$ cat config.mk
export PLATFORM = sky130hd
export DESIGN_NAME = ol_walker_flat
export DESIGN_NICKNAME = d
export VERILOG_FILES = /design/src/rtl/ol_walker_if.sv /design/src/rtl/ol_walker.sv /design/src/flat_wrapper.sv
export SDC_FILE = /design/constraint.sdc
export NUM_CORES = 1
export LEC_CHECK = 0
export BUFFER_PORTS_ARGS = -buffer_cell sky130_fd_sc_hd__buf_2
export CAP_MARGIN = 20
export CORE_UTILIZATION = 40
export CTS_CLUSTER_SIZE = 8
export DETAILED_ROUTE_END_ITERATION = 8
export PLACE_DENSITY = 0.73
export SLEW_MARGIN = 0
export SYNTH_ARGS = -nofsm -noshare
export SYNTH_HDL_FRONTEND = slang
export SYNTH_SLANG_ARGS = --single-unit
$ cat constraint.sdc
create_clock -name clock -period 4.7 [get_ports clock]
set_input_delay 0.47 -clock clock [delete_from_list [all_inputs] [get_ports clock]]
set_output_delay 0.47 -clock clock [all_outputs]
set_load 0.05 [all_outputs]
$ cat src/rtl/ol_walker_if.sv
// Walker-side VRAM read port and isp_parser handshake bundled as one interface.
// The master modport is the walker; the slave modport is the memory/parser side.
interface ol_walker_if;
  logic        ol_vram_rd;
  logic [23:0] ol_vram_addr;
  logic [31:0] ol_vram_din;
  logic [23:0] poly_addr;
  logic        render_poly;
  logic        poly_drawn;
  logic [1:0]  prim_type;
  logic        shadow;
  logic [2:0]  skip;
  logic [5:0]  strip_mask;

  modport master (
    output ol_vram_rd,
    output ol_vram_addr,
    input  ol_vram_din,
    output poly_addr,
    output render_poly,
    input  poly_drawn,
    output prim_type,
    output shadow,
    output skip,
    output strip_mask
  );

  modport slave (
    input  ol_vram_rd,
    input  ol_vram_addr,
    output ol_vram_din,
    input  poly_addr,
    input  render_poly,
    output poly_drawn,
    input  prim_type,
    input  shadow,
    input  skip,
    input  strip_mask
  );
endinterface

$ cat src/rtl/ol_walker.sv
// Object-list walker: fetches list words from VRAM, follows links and issues one
// render_poly per primitive to isp_parser, waiting for poly_drawn between primitives.
module ol_walker #(
  parameter int MAX_ENTRIES = 4096
) (
  input  logic        clock,
  input  logic        reset_n,
  input  logic        start,
  input  logic [23:0] ol_addr,
  input  logic [23:0] param_base,
  ol_walker_if.master bus,
  output logic        busy,
  output logic        done,
  output logic        overflow
);

  localparam logic [2:0] IDLE       = 3'd0;
  localparam logic [2:0] FETCH      = 3'd1;
  localparam logic [2:0] DECODE     = 3'd2;
  localparam logic [2:0] ISSUE      = 3'd3;
  localparam logic [2:0] WAIT_DRAWN = 3'd4;
  localparam logic [2:0] DONE       = 3'd5;

  localparam int               CNT_W   = $clog2(MAX_ENTRIES + 1);
  localparam logic [CNT_W-1:0] MAX_CNT = CNT_W'(MAX_ENTRIES);
  localparam logic [CNT_W-1:0] CNT_ONE = CNT_W'(1);

  logic [2:0]       state_r;
  logic             rd_r;
  logic [23:0]      vram_addr_r;
  logic [23:0]      poly_addr_r;
  logic             render_r;
  logic [1:0]       prim_type_r;
  logic             shadow_r;
  logic [2:0]       skip_r;
  logic [5:0]       strip_mask_r;
  logic             busy_r;
  logic             done_r;
  logic             overflow_r;
  logic [CNT_W-1:0] fetch_cnt_r;
  logic [4:0]       prim_rem_r;
  logic [23:0]      param_base_r;

  logic [31:0]      word_s;
  logic [CNT_W-1:0] cnt_inc_s;
  logic             is_link_s;
  logic             is_rsvd_s;
  logic [1:0]       dec_type_s;
  logic [5:0]       dec_mask_s;
  logic [4:0]       dec_count_s;
  logic [23:0]      dec_poly_s;
  logic [23:0]      stride_s;

  // Byte distance between consecutive primitives of an array entry.
  function automatic logic [23:0] prim_stride(input logic [1:0] ptype, input logic [2:0] skp);
    logic [7:0] vw;
    logic [7:0] words;
    vw = 8'd3 + {5'd0, skp};
    case (ptype)
      2'd1:    words = 8'd3 + (vw + {vw[6:0], 1'b0});
      2'd2:    words = 8'd3 + {vw[5:0], 2'b00};
      default: words = 8'd0;
    endcase
    return {14'd0, words, 2'b00};
  endfunction

  // Decode of the word returned by the preceding FETCH.
  always_comb begin
    word_s      = bus.ol_vram_din;
    cnt_inc_s   = fetch_cnt_r + CNT_ONE;
    is_link_s   = (word_s[31:29] == 3'b111);
    is_rsvd_s   = (word_s[31:29] == 3'b110);
    dec_poly_s  = param_base_r + {1'b0, word_s[20:0], 2'b00};
    dec_type_s  = 2'd0;
    dec_mask_s  = 6'd0;
    dec_count_s = 5'd1;
    case (word_s[31:29])
      3'b100: begin
        dec_type_s  = 2'd1;
        dec_count_s = {1'b0, word_s[28:25]} + 5'd1;
      end
      3'b101: begin
        dec_type_s  = 2'd2;
        dec_count_s = {1'b0, word_s[28:25]} + 5'd1;
      end
      default: dec_mask_s = word_s[30:25];
    endcase
    stride_s = prim_stride(prim_type_r, skip_r);
  end

  // Walk sequencer; strobes default low and are raised on entry to their state.
  always_ff @(posedge clock or negedge reset_n) begin
    if (!reset_n) begin
      state_r      <= IDLE;
      rd_r         <= 1'b0;
      vram_addr_r  <= 24'd0;
      poly_addr_r  <= 24'd0;
      render_r     <= 1'b0;
      prim_type_r  <= 2'd0;
      shadow_r     <= 1'b0;
      skip_r       <= 3'd0;
      strip_mask_r <= 6'd0;
      busy_r       <= 1'b0;
      done_r       <= 1'b0;
      overflow_r   <= 1'b0;
      fetch_cnt_r  <= {CNT_W{1'b0}};
      prim_rem_r   <= 5'd0;
      param_base_r <= 24'd0;
    end else begin
      rd_r     <= 1'b0;
      render_r <= 1'b0;
      done_r   <= 1'b0;
      case (state_r)
        IDLE: begin
          if (start) begin
            vram_addr_r  <= ol_addr & 24'hFF_FFFC;
            param_base_r <= param_base;
            overflow_r   <= 1'b0;
            busy_r       <= 1'b1;
            fetch_cnt_r  <= {CNT_W{1'b0}};
            rd_r         <= 1'b1;
            state_r      <= FETCH;
          end
        end
        FETCH: state_r <= DECODE;
        DECODE: begin
          fetch_cnt_r <= cnt_inc_s;
          if (cnt_inc_s >= MAX_CNT) begin
            overflow_r <= 1'b1;
            done_r     <= 1'b1;
            state_r    <= DONE;
          end else if (is_link_s && word_s[28]) begin
            done_r  <= 1'b1;
            state_r <= DONE;
          end else if (is_link_s) begin
            vram_addr_r <= {word_s[23:2], 2'b00};
            rd_r        <= 1'b1;
            state_r     <= FETCH;
          end else if (is_rsvd_s) begin
            vram_addr_r <= vram_addr_r + 24'd4;
            rd_r        <= 1'b1;
            state_r     <= FETCH;
          end else begin
            poly_addr_r  <= dec_poly_s;
            prim_type_r  <= dec_type_s;
            shadow_r     <= word_s[24];
            skip_r       <= word_s[23:21];
            strip_mask_r <= dec_mask_s;
            prim_rem_r   <= dec_count_s;
            render_r     <= 1'b1;
            state_r      <= ISSUE;
          end
        end
        // A poly_drawn coinciding with render_poly is deliberately not looked at here.
        ISSUE: state_r <= WAIT_DRAWN;
        WAIT_DRAWN: begin
          if (bus.poly_drawn) begin
            prim_rem_r <= prim_rem_r - 5'd1;
            if (prim_rem_r != 5'd1) begin
              poly_addr_r <= poly_addr_r + stride_s;
              render_r    <= 1'b1;
              state_r     <= ISSUE;
            end else begin
              vram_addr_r <= vram_addr_r + 24'd4;
              rd_r        <= 1'b1;
              state_r     <= FETCH;
            end
          end
        end
        DONE: begin
          busy_r  <= 1'b0;
          state_r <= IDLE;
        end
        default: state_r <= IDLE;
      endcase
    end
  end

  assign bus.ol_vram_rd   = rd_r;
  assign bus.ol_vram_addr = vram_addr_r;
  assign bus.poly_addr    = poly_addr_r;
  assign bus.render_poly  = render_r;
  assign bus.prim_type    = prim_type_r;
  assign bus.shadow       = shadow_r;
  assign bus.skip         = skip_r;
  assign bus.strip_mask   = strip_mask_r;
  assign busy             = busy_r;
  assign done             = done_r;
  assign overflow         = overflow_r;

endmodule

$ cat src/flat_wrapper.sv
// flat-port wrapper written by rule: the top's interface ports become plain ports
module ol_walker_flat 
#(
  parameter int MAX_ENTRIES = 4096
)
  (clock, reset_n, start, ol_addr, param_base, busy, done, overflow, bus_ol_vram_rd, bus_ol_vram_addr, bus_ol_vram_din, bus_poly_addr, bus_render_poly, bus_poly_drawn, bus_prim_type, bus_shadow, bus_skip, bus_strip_mask);
  ol_walker_if bus_i ();
  input  logic clock;
  input  logic reset_n;
  input  logic start;
  input  logic [23:0] ol_addr;
  input  logic [23:0] param_base;
  output logic busy;
  output logic done;
  output logic overflow;
  output wire logic [$bits(bus_i.ol_vram_rd)-1:0] bus_ol_vram_rd;
  output wire logic [$bits(bus_i.ol_vram_addr)-1:0] bus_ol_vram_addr;
  input wire logic [$bits(bus_i.ol_vram_din)-1:0] bus_ol_vram_din;
  output wire logic [$bits(bus_i.poly_addr)-1:0] bus_poly_addr;
  output wire logic [$bits(bus_i.render_poly)-1:0] bus_render_poly;
  input wire logic [$bits(bus_i.poly_drawn)-1:0] bus_poly_drawn;
  output wire logic [$bits(bus_i.prim_type)-1:0] bus_prim_type;
  output wire logic [$bits(bus_i.shadow)-1:0] bus_shadow;
  output wire logic [$bits(bus_i.skip)-1:0] bus_skip;
  output wire logic [$bits(bus_i.strip_mask)-1:0] bus_strip_mask;
  assign bus_ol_vram_rd = bus_i.ol_vram_rd;
  assign bus_ol_vram_addr = bus_i.ol_vram_addr;
  assign bus_i.ol_vram_din = bus_ol_vram_din;
  assign bus_poly_addr = bus_i.poly_addr;
  assign bus_render_poly = bus_i.render_poly;
  assign bus_i.poly_drawn = bus_poly_drawn;
  assign bus_prim_type = bus_i.prim_type;
  assign bus_shadow = bus_i.shadow;
  assign bus_skip = bus_i.skip;
  assign bus_strip_mask = bus_i.strip_mask;
  ol_walker #(.MAX_ENTRIES(MAX_ENTRIES)) u_core (.clock(clock), .reset_n(reset_n), .start(start), .ol_addr(ol_addr), .param_base(param_base), .bus(bus_i), .busy(busy), .done(done), .overflow(overflow));
endmodule
# --- After elaboration in Yosys (flattened, before gate mapping) ---
# Index checks and enable logic that the tools add are counted.
op_classes:
  reduce_logical: 16
  mux: 58
  n_addsub: 10
  n_bitwise: 4
  n_lt_le_gt_ge: 1
  eq_ne: 22
op_table:
  columns: ["op", "n"]
  rows:
  - ["24-bit two-way mux", 13]
  - ["24-bit one-hot mux with 3 select lines", 1]
  - ["24-bit one-hot mux with 2 select lines", 1]
  - ["5-bit two-way mux", 6]
  - ["13-bit one-hot mux with 2 select lines", 1]
  - ["24-bit by 10-bit adder with 24-bit output", 1]
  - ["24-bit by 23-bit adder with 24-bit output", 1]
  - ["24-bit by 3-bit adder with 24-bit output, second input constant", 1]
  - ["1-bit two-way mux", 19]
  - ["3-bit == test, second input constant", 6]
  - ["2-bit by 8-bit adder with 8-bit output, first input constant", 2]
  - ["8-bit one-hot mux with 2 select lines", 1]
  - ["3-bit two-way mux", 5]
  - ["3-bit one-hot mux with 5 select lines", 1]
  - ["2-bit != test, second input constant", 7]
  - ["7-bit AND reduction", 2]
  - ["13-bit by 1-bit adder with 13-bit output, second input constant", 1]
  - ["13-bit >= comparator, second input constant", 1]
  - ["13-bit two-way mux", 1]
  - ["5-bit one-hot mux with 2 select lines", 1]
  - ["8-bit adder", 1]
  - ["2-bit AND reduction", 4]
  - ["3-bit by 2-bit == test with 1-bit output, second input constant", 2]
  - ["6-bit two-way mux", 1]
  - ["22 further kinds", 31]
totals:
  regBits: 110
  wordCells: 126
  in_bits: 84

# --- Longest topological paths before layout ---
# Gate-level depths: netlist (run 1).
logic_depth:
  depth_word: 8
  mapped_depth: 19

# --- Worst setup path after synthesis (run 1) ---
# No wires, ideal clock.
synth_path:
  path_type: "register -> register"
  start: "reg u_core.skip_r[0], in the netlist u_core.bus.skip[0]"
  end: "reg u_core.poly_addr_r[19], in the netlist u_core.bus.poly_addr[19]"
  synth_period_minus_slack_ns: 4.058
  setup_slack_ns: 0.642
  path_stages_with_launch: 18
  path_buffers: 0
  t_required_ns: 4.564
  t_arrival_ns: 3.922
  cell_sequence: "dfrtp_1 > inv_1 > ha_1 > xor2_1 > inv_1 > ha_1 > ha_1 > xor2_1 > a22oi_1 > nor2_1 > ha_1 > o21ai_0 > o21a_1 > nor3b_1 > nand4_1 > or3_1 > o21ai_0 > a21oi_1"
synth_via:
  elab_chain_cells: 8
  word_cells_on_any_way: 9
synth_rtl:
  columns: ["element", "line", "rtl"]
  rows:
  - ["from (decl)", "ol_walker.sv:35", "logic [2:0] skip_r;"]
  - ["from (signal assigned)", "ol_walker.sv:147", "skip_r <= word_s[23:21];"]
  - ["2-bit by 3-bit adder with 4-bit output *", "ol_walker.sv:58", "vw = 8'd3 + {5'd0, skp};"]
  - ["8-bit adder", "ol_walker.sv:60", "2'd1: words = 8'd3 + (vw + {vw[6:0], 1'b0});"]
  - ["2-bit by 8-bit adder with 8-bit output", "ol_walker.sv:60", null]
  - ["8-bit one-hot mux with 2 select lines *", "ol_walker.sv:59", "case (ptype)"]
  - ["24-bit by 10-bit adder with 24-bit output *", "ol_walker.sv:160", "poly_addr_r <= poly_addr_r + stride_s;"]
  - ["24-bit two-way mux *", "ol_walker.sv:159", "if (prim_rem_r != 5'd1) begin"]
  - ["24-bit two-way mux *", "ol_walker.sv:157", "if (bus.poly_drawn) begin"]
  - ["24-bit one-hot mux with 2 select lines *", "ol_walker.sv:113", "case (state_r)"]
  - ["to (signal assigned)", "ol_walker.sv:144", "poly_addr_r <= dec_poly_s;"]
  - ["to (signal assigned)", "ol_walker.sv:160", null]
  - ["to (decl)", "ol_walker.sv:31", "logic [23:0] poly_addr_r;"]
# Mark *: on every way between the ends. The rest lies on a longest branch, timed or not. The select of a mux whose other input is x is not followed.
# A chain may end at the register's enable or synchronous reset.

# --- Final worst setup path (run 1) ---
layout_path:
  start: "reg u_core.skip_r[0], in the netlist u_core.bus.skip[0]"
  end: "reg u_core.poly_addr_r[20], in the netlist u_core.bus.poly_addr[20]"
# The elaborated chain is that of the path after synthesis.

==> results of run 1 <==
-- cell families after synthesis --
group / share of synthesized area
fa+ha+maj: 0.07491
buf+inv: 0.04682
simple gates: 0.2206
xor+xnor: 0.03745
flops: 0.3745
other cells: 0.0005197
mux: 0.006242
compound gates: 0.2390
-- flip-flops by register name, summed over array words and instances, names as in the netlist --
| register | cells |
|---|---|
| u_core.bus.render_poly | 1 |
| u_core.bus.ol_vram_rd | 1 |
| u_core.fetch_cnt_r | 13 |
| u_core.bus.skip | 3 |
| u_core.prim_rem_r | 5 |
| u_core.state_r | 3 |
| u_core.bus.poly_addr | 24 |
| u_core.bus.prim_type | 2 |
| u_core.overflow | 1 |
| u_core.busy | 1 |
| u_core.done | 1 |
| u_core.param_base_r | 24 |
| u_core.bus.strip_mask | 6 |
| u_core.bus.ol_vram_addr | 22 |
| u_core.bus.shadow | 1 |
-- stage by stage --
step / std cells / area (µm²) / setup slack, ns
6_report: 1225 / 8347 / 0.4559
5_1_grt: 1225 / 8347 / 0.01845
4_1_cts: 1225 / 8347 / 0.4986
3_5_place_dp: 1210 / 8054 / 0.5115
3_3_place_gp: 1210 / 8054 / 0.6738
2_1_floorplan: 874 / 7219 / 0.6416
-- area by class of cell --
cell class                 count  share of cell area
clock inverter                 4            0.005996
timing repair buffer         152             0.09384
sequential                   108              0.3238
inverter                      28             0.01259
multi-input combinational    697              0.5010
tap                          225             0.03373
clock buffer                  11             0.02908
-- per-layer routing --
metal | GRT usage | vias up
li1 | - | 3393
met4 | 0.09321 | 0
met3 | 0.04549 | 32
met5 | 0 | -
met2 | 0.3567 | 206
met1 | 0.3064 | 3326
-- cells in the mapped netlist, drive strengths merged (8+ instances only) --
master,count,share of area
inv,28,0.015
nand2,157,0.082
a31oi,17,0.015
ha,40,0.069
a21o,8,0.0083
nor2b,8,0.0069
xor2,16,0.019
o21ai,92,0.064
nor3,21,0.015
a221oi,20,0.024
and3,15,0.013
a21oi,63,0.044
nand4,9,0.0078
buf,19,0.021
o21a,12,0.012
xnor2,14,0.018
dfrtp,108,0.37
nand3,23,0.016
clkbuf,22,0.011
nor2,80,0.045
-- power by group through the flow --
| stage | registers, µW | logic, µW | clock network, µW |
|---|---|---|---|
| final | 1730 | 3940 | 788 |
| after global routing | 1790 | 4330 | 835 |
| after CTS | 1720 | 3940 | 802 |
| after detailed placement | 1730 | 3920 | 0 |
| after global placement | 1720 | 3860 | 0 |
| after floorplan | 2470 | 2270 | 0 |
-- cells in the final DEF (no fill, tap or decap), types with 5 or more instances in the layout --
cell,synthesis,layout
a211oi_1,5,5
a21o_1,8,8
a21oi_1,62,62
a221oi_1,20,20
a22o_1,6,6
a22oi_1,5,5
a31oi_1,17,17
and2_1,6,6
and3_1,15,15
buf_2,6,143
buf_4,3,9
clkbuf_16,0,9
dfrtp_1,108,108
ha_1,40,40
inv_1,26,26
nand2_1,157,157
nand3_1,23,23
nand4_1,9,9
nor2_1,77,76
nor2b_1,8,8
nor3_1,20,20
o211ai_1,5,5
o21a_1,12,12
o21ai_0,64,64
o21ai_1,28,28
o22ai_1,6,6
o31ai_1,5,5
xnor2_1,13,13
xor2_1,16,16
-- final timing paths --
path / end / slack [ns]
min in group clock: u_core.param_base_r[13] / 0.30
min reg2reg: u_core.bus.poly_addr[1] / 0.46
max reg2reg: u_core.bus.poly_addr[20] / 0.46
max: u_core.bus.poly_addr[20] / 0.46
max in group asynchronous: u_core.bus.strip_mask[2] / 3.37
min: u_core.bus.ol_vram_addr[18] / 0.23
==> summary.md, run 1 <==
| Metric | Value |
|---|---|
| Outcome | finished, final reports clean |
| Storage cell area | 2703 µm² |
| Arrival @ worst endpoint | 4.50 ns |
| Chip height | 136.3 µm |
| Sequential share of power | 0.268 |
| DR vias | 6,957 |
| Max FO, Critical Path | 8 |
| Post-CTS Setup Inserts | 0 |
| Core Footprint | 17,480 µm² |
| WL met1 | 9.371 mm |
| CP dominant cell by count | ha_1 |
| Layout Nets | 1,122 |
| Vias per std cell | 5.679 |
| Clk pwr share | 0.122 |
| WP data required | 4.96 ns |
| Post-route ant nets | 0 |
| Crit-path cells | inv_1, ha_1, xor2_1, inv_1, ha_1, ha_1, a21oi_1, xnor2_1, a22oi_1, nor2_1, ha_1, o21a_1, o31ai_1, a21oi_1, nand4_1, o21ai_0, a21oi_1, a221oi_1 |
| Cell Int Power | 3019 µW |
| Num Clock Sinks | 108 |
| Max Cap Viol | 0 |
| Initial core utilization | 0.4129 |
| Tot Pwr | 6462 µW |
| Fin crit share | 0.9030 |
| TritonCTS buffer count | 9 |
| Total gr overflow | 0 |
| Fin. Hold Viols | 0 |
| H-Tree Depth | 3 |
| Fillers | 1,733 |
| Post-synth EDFFs | 0 |
| Critical path class | flip-flop to flip-flop |
| Prevailing post-synth register cell | dfrtp_1 |
| DRT Wirelength | 20.50 mm |
| Synth warn | 0 |
| Crit path capture type | flip-flop |
| Antenna violations before repair | 0 |
| Slowest cell on the critical path | dfrtp_1 |
| Minimum hold slack | 0.2332 ns |
| Clk_skew | 0.009966 ns |
| CTS resizes | 0 |
| Maximum VDD drop | 0.0003207 V |
| Die area | 18,580 µm² |
| CP bufs+invs | 2 |
| DR WL met2 | 9.465 mm |
| Met3 WL | 1.136 mm |
| Worst-case clock buffer depth | 2 |
| Worst R2R Path Depth | 18 |
| CTS tree | done |
| Sequential area share after synthesis | 0.3745 |
| Layout cells sized above 1 | 0.1870 |
| Cells after Synth | 873 |
| Switching share of power | 0.5329 |
| WL per Instance | 16.74 µm |
| DRT Pass-1 Iters | 5 |
| Root buf cell | clkbuf_16 |
| Slew at the pin closest to its max-slew limit | 1.015 ns |
| Buffers on Ports | 144 |
| Switch Pwr | 3443 µW |
| Crit start category | flip-flop |
| Area of the mapped netlist | 7216 µm² |
| Multi-input gate area | 4182 µm² |
| Logic pwr share | 0.610 |
| Setup total negative slack | 0 ns |
| R2r startpoint | u_core.bus.skip[0] |
| Critical Path Start | u_core.bus.skip[0] |
| Seq cells post-synth | 108 |
| CTS clk-pin slew, worst paths | 0.08 ns |
| Final setup violation count | 0 |
| CP top delay family | compound AO/OA/AOI/OAI gates |
| Post-DP HPWL | 14.97 mm |
| Vias in the first global route | 6,474 |
| Global-route wire length before repair | 32.95 mm |
| Skew-Pair Late Insertion Delay | 0.36 ns |
| Largest net degree at the start of global routing | 69 |
| Initial detailed-routing violation count | 615 |
| IO Count | 149 |
| Syn_area_per_cell | 8.265 µm² |
| RSZ-0062 raised after global routing | no |
| Cell Pwr Density | 774.1 nW/µm² |
| Leak | 0.003905 µW |
| Site Rows | 48 |
| Crit path depth | 18 |
| ANT cells | 0 |
| Hold Buf Count CTS | 0 |
| Layout area overhead | 15.68% |
| Die W | 136.3 µm |
| DR top layer | met4 |
| Max-slew violations | 0 |
| # DRC | 0 |
| GP Congestion | 0.9152 |
| Largest stage delay on the critical path | 0.49 ns |
| Hold Crit Class | input pin to async pin |
| Synth cell types | 72 |
| Achievable clock frequency | 235.6 MHz |
| Relative slew slack | 0.3219 |
| Finished Core Util | 0.4776 |
| Async S/R FF share, synth | 1.000 |
| GRT Util Overall | 0.2280 |
| Final Critical Period | 4.244 ns |
No activity file was read; power rests on OpenSTA's default activity.
==> run 2: changes to the inputs <==
--- a/config.mk
+++ b/config.mk
@@ -7,10 +7,10 @@
 export LEC_CHECK = 0
 export BUFFER_PORTS_ARGS = -buffer_cell sky130_fd_sc_hd__buf_2
 export CAP_MARGIN = 20
-export CORE_UTILIZATION = 40
+export CORE_UTILIZATION = 56
 export CTS_CLUSTER_SIZE = 8
 export DETAILED_ROUTE_END_ITERATION = 8
-export PLACE_DENSITY = 0.73
+export PLACE_DENSITY = 0.93
 export SLEW_MARGIN = 0
 export SYNTH_ARGS = -nofsm -noshare
 export SYNTH_HDL_FRONTEND = slang
==> constraint.sdc (replaced) <==
create_clock -name clock -period 4.7 [get_ports clock]
set_input_delay 0.47 -clock clock [delete_from_list [all_inputs] [get_ports clock]]
set_output_delay 0.47 -clock clock [all_outputs]
set_load 0.02 [all_outputs]
==> summary.md, run 2 (synthesized netlist as in run 1, its figures left out) <==
| Metric | Value |
|---|---|
| Root buf cell | clkbuf_16 |
| Worst R2R Path Depth | 18 |
| IO Count | 149 |
| Leak | 0.003911 µW |
| Global-route wire length before repair | 31.78 mm |
| Cell Pwr Density | 710.7 nW/µm² |
| Die area | 13,340 µm² |
| Arrival @ worst endpoint | 4.49 ns |
| Layout Cells excl Fill | 1,173 |
| RR Endpoint | u_core.bus.poly_addr[20] |
| Hold Buf Count CTS | 0 |
| Most frequent cells in the layout | nand2_1 (157), buf_2 (143), dfrtp_1 (108) |
| Dpl ws | 0.4439 ns |
| Maximum VDD drop | 0.0004473 V |
| DRT Pass-1 Iters | 5 |
| Critical path class | flip-flop to flip-flop |
| GRT Util Overall | 0.3065 |
| Dpl cells | 1,157 |
| Skew-Pair Late Insertion Delay | 0.37 ns |
| Fin crit share | 0.9022 |
| CTS tree | done |
| Layout Nets | 1,122 |
| DRT Wirelength | 19.54 mm |
| Final Critical Period | 4.240 ns |
| Largest net degree at the start of global routing | 70 |
| Num Clock Sinks | 108 |
| Buffers on Ports | 144 |
| CTS clk-pin slew, worst paths | 0.08 ns |
| Commonest non-fill, non-tap cell in the layout | nand2_1 |
| # DRC | 0 |
| CP endpoint | u_core.bus.poly_addr[20] |
| Max-slew violations | 0 |
| Crit path capture type | flip-flop |
| DR vias | 7,147 |
| R2r startpoint | u_core.bus.skip[0] |
| Antenna violations before repair | 0 |
| Relative slew slack | 0.3607 |
| Chip height | 115.5 µm |
| WP data required | 4.95 ns |
| RSZ-0062 raised after global routing | no |
| Outcome | finished, final reports clean |
| Slew at the pin closest to its max-slew limit | 0.9579 ns |
| Crit start category | flip-flop |
| Final setup violation count | 0 |
| Total gr overflow | 0 |
| Setup total negative slack | 0 ns |
| Post-DP HPWL | 14.18 mm |
| Post-route ant nets | 0 |
| Achievable clock frequency | 235.8 MHz |
| Tot Pwr | 5889 µW |
| Worst setup margin | 0.4597 ns |
| Max FO, Critical Path | 8 |
| Vias in the first global route | 6,587 |
| Worst-case clock buffer depth | 2 |
| Site Rows | 41 |
| Initial core utilization | 0.5741 |
| Reg2Reg Setup Slack | 0.46 ns |
| Hold Crit Class | input pin to async pin |
| Die W | 115.5 µm |
| Clk_skew | 0.01594 ns |
| Critical Path Start | u_core.bus.skip[0] |
| Layout cells sized above 1 | 0.1898 |
| ANT cells | 0 |
| H-Tree Depth | 3 |
| TritonCTS buffer count | 9 |
| Fin. Hold Viols | 0 |
| GP Congestion | 0.9224 |
| Core Footprint | 12,570 µm² |
| WL per Instance | 16.66 µm |
| Layout area overhead | 14.83% |
| Finished Core Util | 0.6592 |
| Vias per std cell | 6.093 |
| Initial detailed-routing violation count | 725 |
| Max Cap Viol | 0 |
[run 2: changes by cell type in the layout (fill, tap and decap cells not counted), sizes merged]
| cell | change |
|---|---|
| clkbuf | -2 |
| clkinv | +4 |
| inv | +2 |
| clkinvlp | -2 |
| bufinv | -1 |
[run 2: through the flow]
step / cell area, µm² / hold WS (ns)
2_1_floorplan: 7219 / 0.1744
3_3_place_gp: 7988 / 0.4456
3_5_place_dp: 7988 / 0.4560
4_1_cts: 8282 / 0.2492
5_1_grt: 8285 / 0.2845
6_report: 8285 / 0.2157
[run 2: worst min path at each step]
stage / startpoint / end / slack [ns]
floorplan: reset_n / u_core.bus.ol_vram_addr[10] / 0.17
global placement: u_core.bus.shadow / u_core.bus.shadow / 0.45
detailed placement: u_core.bus.poly_addr[1] / u_core.bus.poly_addr[1] / 0.46
CTS: reset_n / u_core.bus.ol_vram_addr[17] / 0.25
global route: reset_n / u_core.bus.ol_vram_addr[17] / 0.28
finish: reset_n / u_core.bus.ol_vram_addr[17] / 0.22
[run 2: cell type report]
class,instances,area (µm²)
Clock buffer,9,225.2
Clock inverter,7,68.82
Tap cell,172,215.2
Fill cell,1011,4283
Inverter,28,105.1
Multi-Input combinational cell,697,4185
Sequential cell,108,2703
Timing Repair Buffer,152,783.3
[run 2: critical path: stages (launching register included)]
cell and delay, ns:
dfrtp_1 0.49, inv_1 0.14, ha_1 0.25, xor2_1 0.33, inv_1 0.17, ha_1 0.24, ha_1 0.30, a21oi_1 0.18
xnor2_1 0.09, a22oi_1 0.16, nor2_1 0.06, ha_1 0.33, o21a_1 0.14, o31ai_1 0.10, a21oi_2 0.31, nand4_1 0.23
o21ai_0 0.20, a21oi_1 0.09, a221oi_1 0.30
[run 2: routing by layer]
layer  vias up  part of all wire  track usage
met4         0             0.036       0.1307
met3        60             0.078      0.07008
li1       3382                 -            -
met2       348              0.46       0.4886
met1      3357              0.43       0.4019
met5         -                 0            0
[run 2: power breakdown]
group | switching (µW) | internal (µW) | total (µW)
registers | 419 | 1320 | 1740
clock network | 381 | 372 | 753
logic | 2120 | 1270 | 3390
[run 2: what timing repair did]
action / 4_1_cts / 5_1_grt
hold endpoints to repair: 0 / 0
gates resized for setup: 0 / 1
endpoints found under the setup margin: 0 / 1
buffers inserted: 0 / 0
==> run 3: changes to the inputs <==
--- a/config.mk
+++ b/config.mk
@@ -5,7 +5,7 @@
 export SDC_FILE = /design/constraint.sdc
 export NUM_CORES = 1
 export LEC_CHECK = 0
-export BUFFER_PORTS_ARGS = -buffer_cell sky130_fd_sc_hd__buf_2
+export BUFFER_PORTS_ARGS = -buffer_cell sky130_fd_sc_hd__buf_4
 export CAP_MARGIN = 20
 export CORE_UTILIZATION = 56
 export CTS_CLUSTER_SIZE = 8
==> summary.md, run 3 (synthesized netlist as in run 1, its figures left out) <==
| Metric | Value |
|---|---|
| Hold Crit Class | input pin to async pin |
| Logic pwr share | 0.587 |
| Layout area overhead | 19.58% |
| RSZ-0062 raised after global routing | no |
| TritonCTS buffer count | 9 |
| Vias in the first global route | 6,750 |
| Setup total negative slack | 0 ns |
| Fin. Hold Viols | 0 |
| Max Cap Viol | 0 |
| Num Clock Sinks | 108 |
| Fillers | 963 |
| IO Count | 149 |
| Relative slew slack | 0.3529 |
| Outcome | finished, final reports clean |
| Initial core utilization | 0.5741 |
| Commonest non-fill, non-tap cell in the layout | nand2_1 |
| Max FO, Critical Path | 8 |
| Site Rows | 41 |
| Post-DP HPWL | 14.53 mm |
| CTS tree | done |
| CTS resizes | 0 |
| Die W | 115.5 µm |
| DR vias | 7,203 |
| Critical Path Start | u_core.bus.skip[0] |
| Layout cells sized above 1 | 0.1880 |
| Vias per std cell | 6.146 |
| Multi-input gate area | 4182 µm² |
| RR Endpoint | u_core.bus.poly_addr[20] |
| Tot Pwr | 6060 µW |
| Clk pwr share | 0.124 |
| Hold Buf Count CTS | 0 |
| Worst-case clock buffer depth | 2 |
| Core Footprint | 12,570 µm² |
| Achievable clock frequency | 232.3 MHz |
| Switching share of power | 0.4856 |
| DRT Wirelength | 20.07 mm |
| Most frequent cells in the layout | nand2_1 (157), buf_4 (152), dfrtp_1 (108) |
| CTS clk-pin slew, worst paths | 0.08 ns |
| Finished Core Util | 0.6865 |
| Die area | 13,340 µm² |
| Leak | 0.004020 µW |
| Max-slew violations | 0 |
| Crit start category | flip-flop |
| Clk_skew | 0.01092 ns |
| Fin crit share | 0.9160 |
| # DRC | 0 |
| Largest net degree at the start of global routing | 57 |
| DRT Pass-1 Iters | 5 |
| Arrival @ worst endpoint | 4.57 ns |
| WL per Instance | 17.12 µm |
| Cell Int Power | 3117 µW |
| Maximum VDD drop | 0.0003511 V |
| Sequential share of power | 0.289 |
| GP Congestion | 0.9351 |
| Chip height | 115.5 µm |
| Critical path class | flip-flop to flip-flop |
| Global-route wire length before repair | 32.40 mm |
| Skew-Pair Late Insertion Delay | 0.37 ns |
| Initial detailed-routing violation count | 692 |
| GRT Util Overall | 0.3113 |
| CP endpoint | u_core.bus.poly_addr[20] |
| Dpl cells | 1,157 |
| Post-route ant nets | 0 |
| WP data required | 4.97 ns |
| Final setup violation count | 0 |
| Total gr overflow | 0 |
| Crit path capture type | flip-flop |
| Root buf cell | clkbuf_16 |
| Reg2Reg Setup Slack | 0.39 ns |
| Layout Nets | 1,122 |
| H-Tree Depth | 3 |
| Antenna violations before repair | 0 |
| Slew at the pin closest to its max-slew limit | 0.9684 ns |
| Switch Pwr | 2943 µW |
| Worst R2R Path Depth | 18 |
| R2r startpoint | u_core.bus.skip[0] |
| Final Critical Period | 4.305 ns |
| Final instance area | 8628 µm² |
| Layout Cells excl Fill | 1,172 |
| Storage cell area | 2703 µm² |
| Buffers on Ports | 144 |
| ANT cells | 0 |
| Placed Instance Area | 8346 µm² |
| Post-CTS Setup Inserts | 0 |
| Cell Pwr Density | 702.4 nW/µm² |
[run 3: critical path, cell delays in order, from the launching register on]
cell      delay [ns]
dfrtp_1         0.50
inv_1           0.13
ha_1            0.25
xor2_1          0.34
inv_1           0.16
ha_1            0.24
ha_1            0.31
a21oi_1         0.18
xnor2_1         0.09
a22oi_1         0.14
nor2_1          0.06
ha_1            0.34
o21a_1          0.14
o31ai_1         0.08
a21oi_1         0.47
nand4_1         0.26
o21ai_0         0.21
a21oi_1         0.09
a221oi_1        0.22
[run 3: layout make-up]
cell class | instances | area share
well taps | 172 | 0.02494
multi-input cells | 697 | 0.4846
repair buffers | 152 | 0.1322
inverters | 28 | 0.01218
clock buffers | 9 | 0.02610
flip-flops and latches | 108 | 0.3132
clock inverters | 6 | 0.006671
[run 3: metrics by stage]
stage	worst slack, ns	hold slack [ns]
after floorplan	0.8790	0.1744
after detailed placement	0.5214	0.4621
after CTS	0.4855	0.1513
after global routing	0.08504	0.1669
after global placement	0.7351	0.4509
final	0.3949	0.1253
[run 3: worst min-delay path by stage]
stage | from | endpoint | cells after the start
after global placement | u_core.param_base_r[0] | u_core.bus.poly_addr[0] | 2
after floorplan | reset_n | u_core.bus.ol_vram_addr[10] | 0
after global routing | reset_n | u_core.bus.ol_vram_addr[18] | 1
after CTS | reset_n | u_core.bus.ol_vram_addr[18] | 1
final | reset_n | u_core.bus.ol_vram_addr[18] | 1
after detailed placement | u_core.param_base_r[0] | u_core.param_base_r[0] | 2
[run 3: per-layer routing]
metal,routed length (µm),vias to the layer above,track usage
met4,876,0,0.1472
met5,0,-,0
met1,8352,3397,0.4028
li1,-,3376,-
met3,1558,74,0.05753
met2,9280,356,0.5062
[run 3: power by group through the flow]
stage | combinational (µW) | clock (µW) | sequential (µW)
floorplan | 2270 | 0 | 1920
global placement | 3380 | 0 | 1730
detailed placement | 3490 | 0 | 1740
CTS | 3520 | 760 | 1730
global route | 3910 | 787 | 1800
finish | 3560 | 751 | 1750
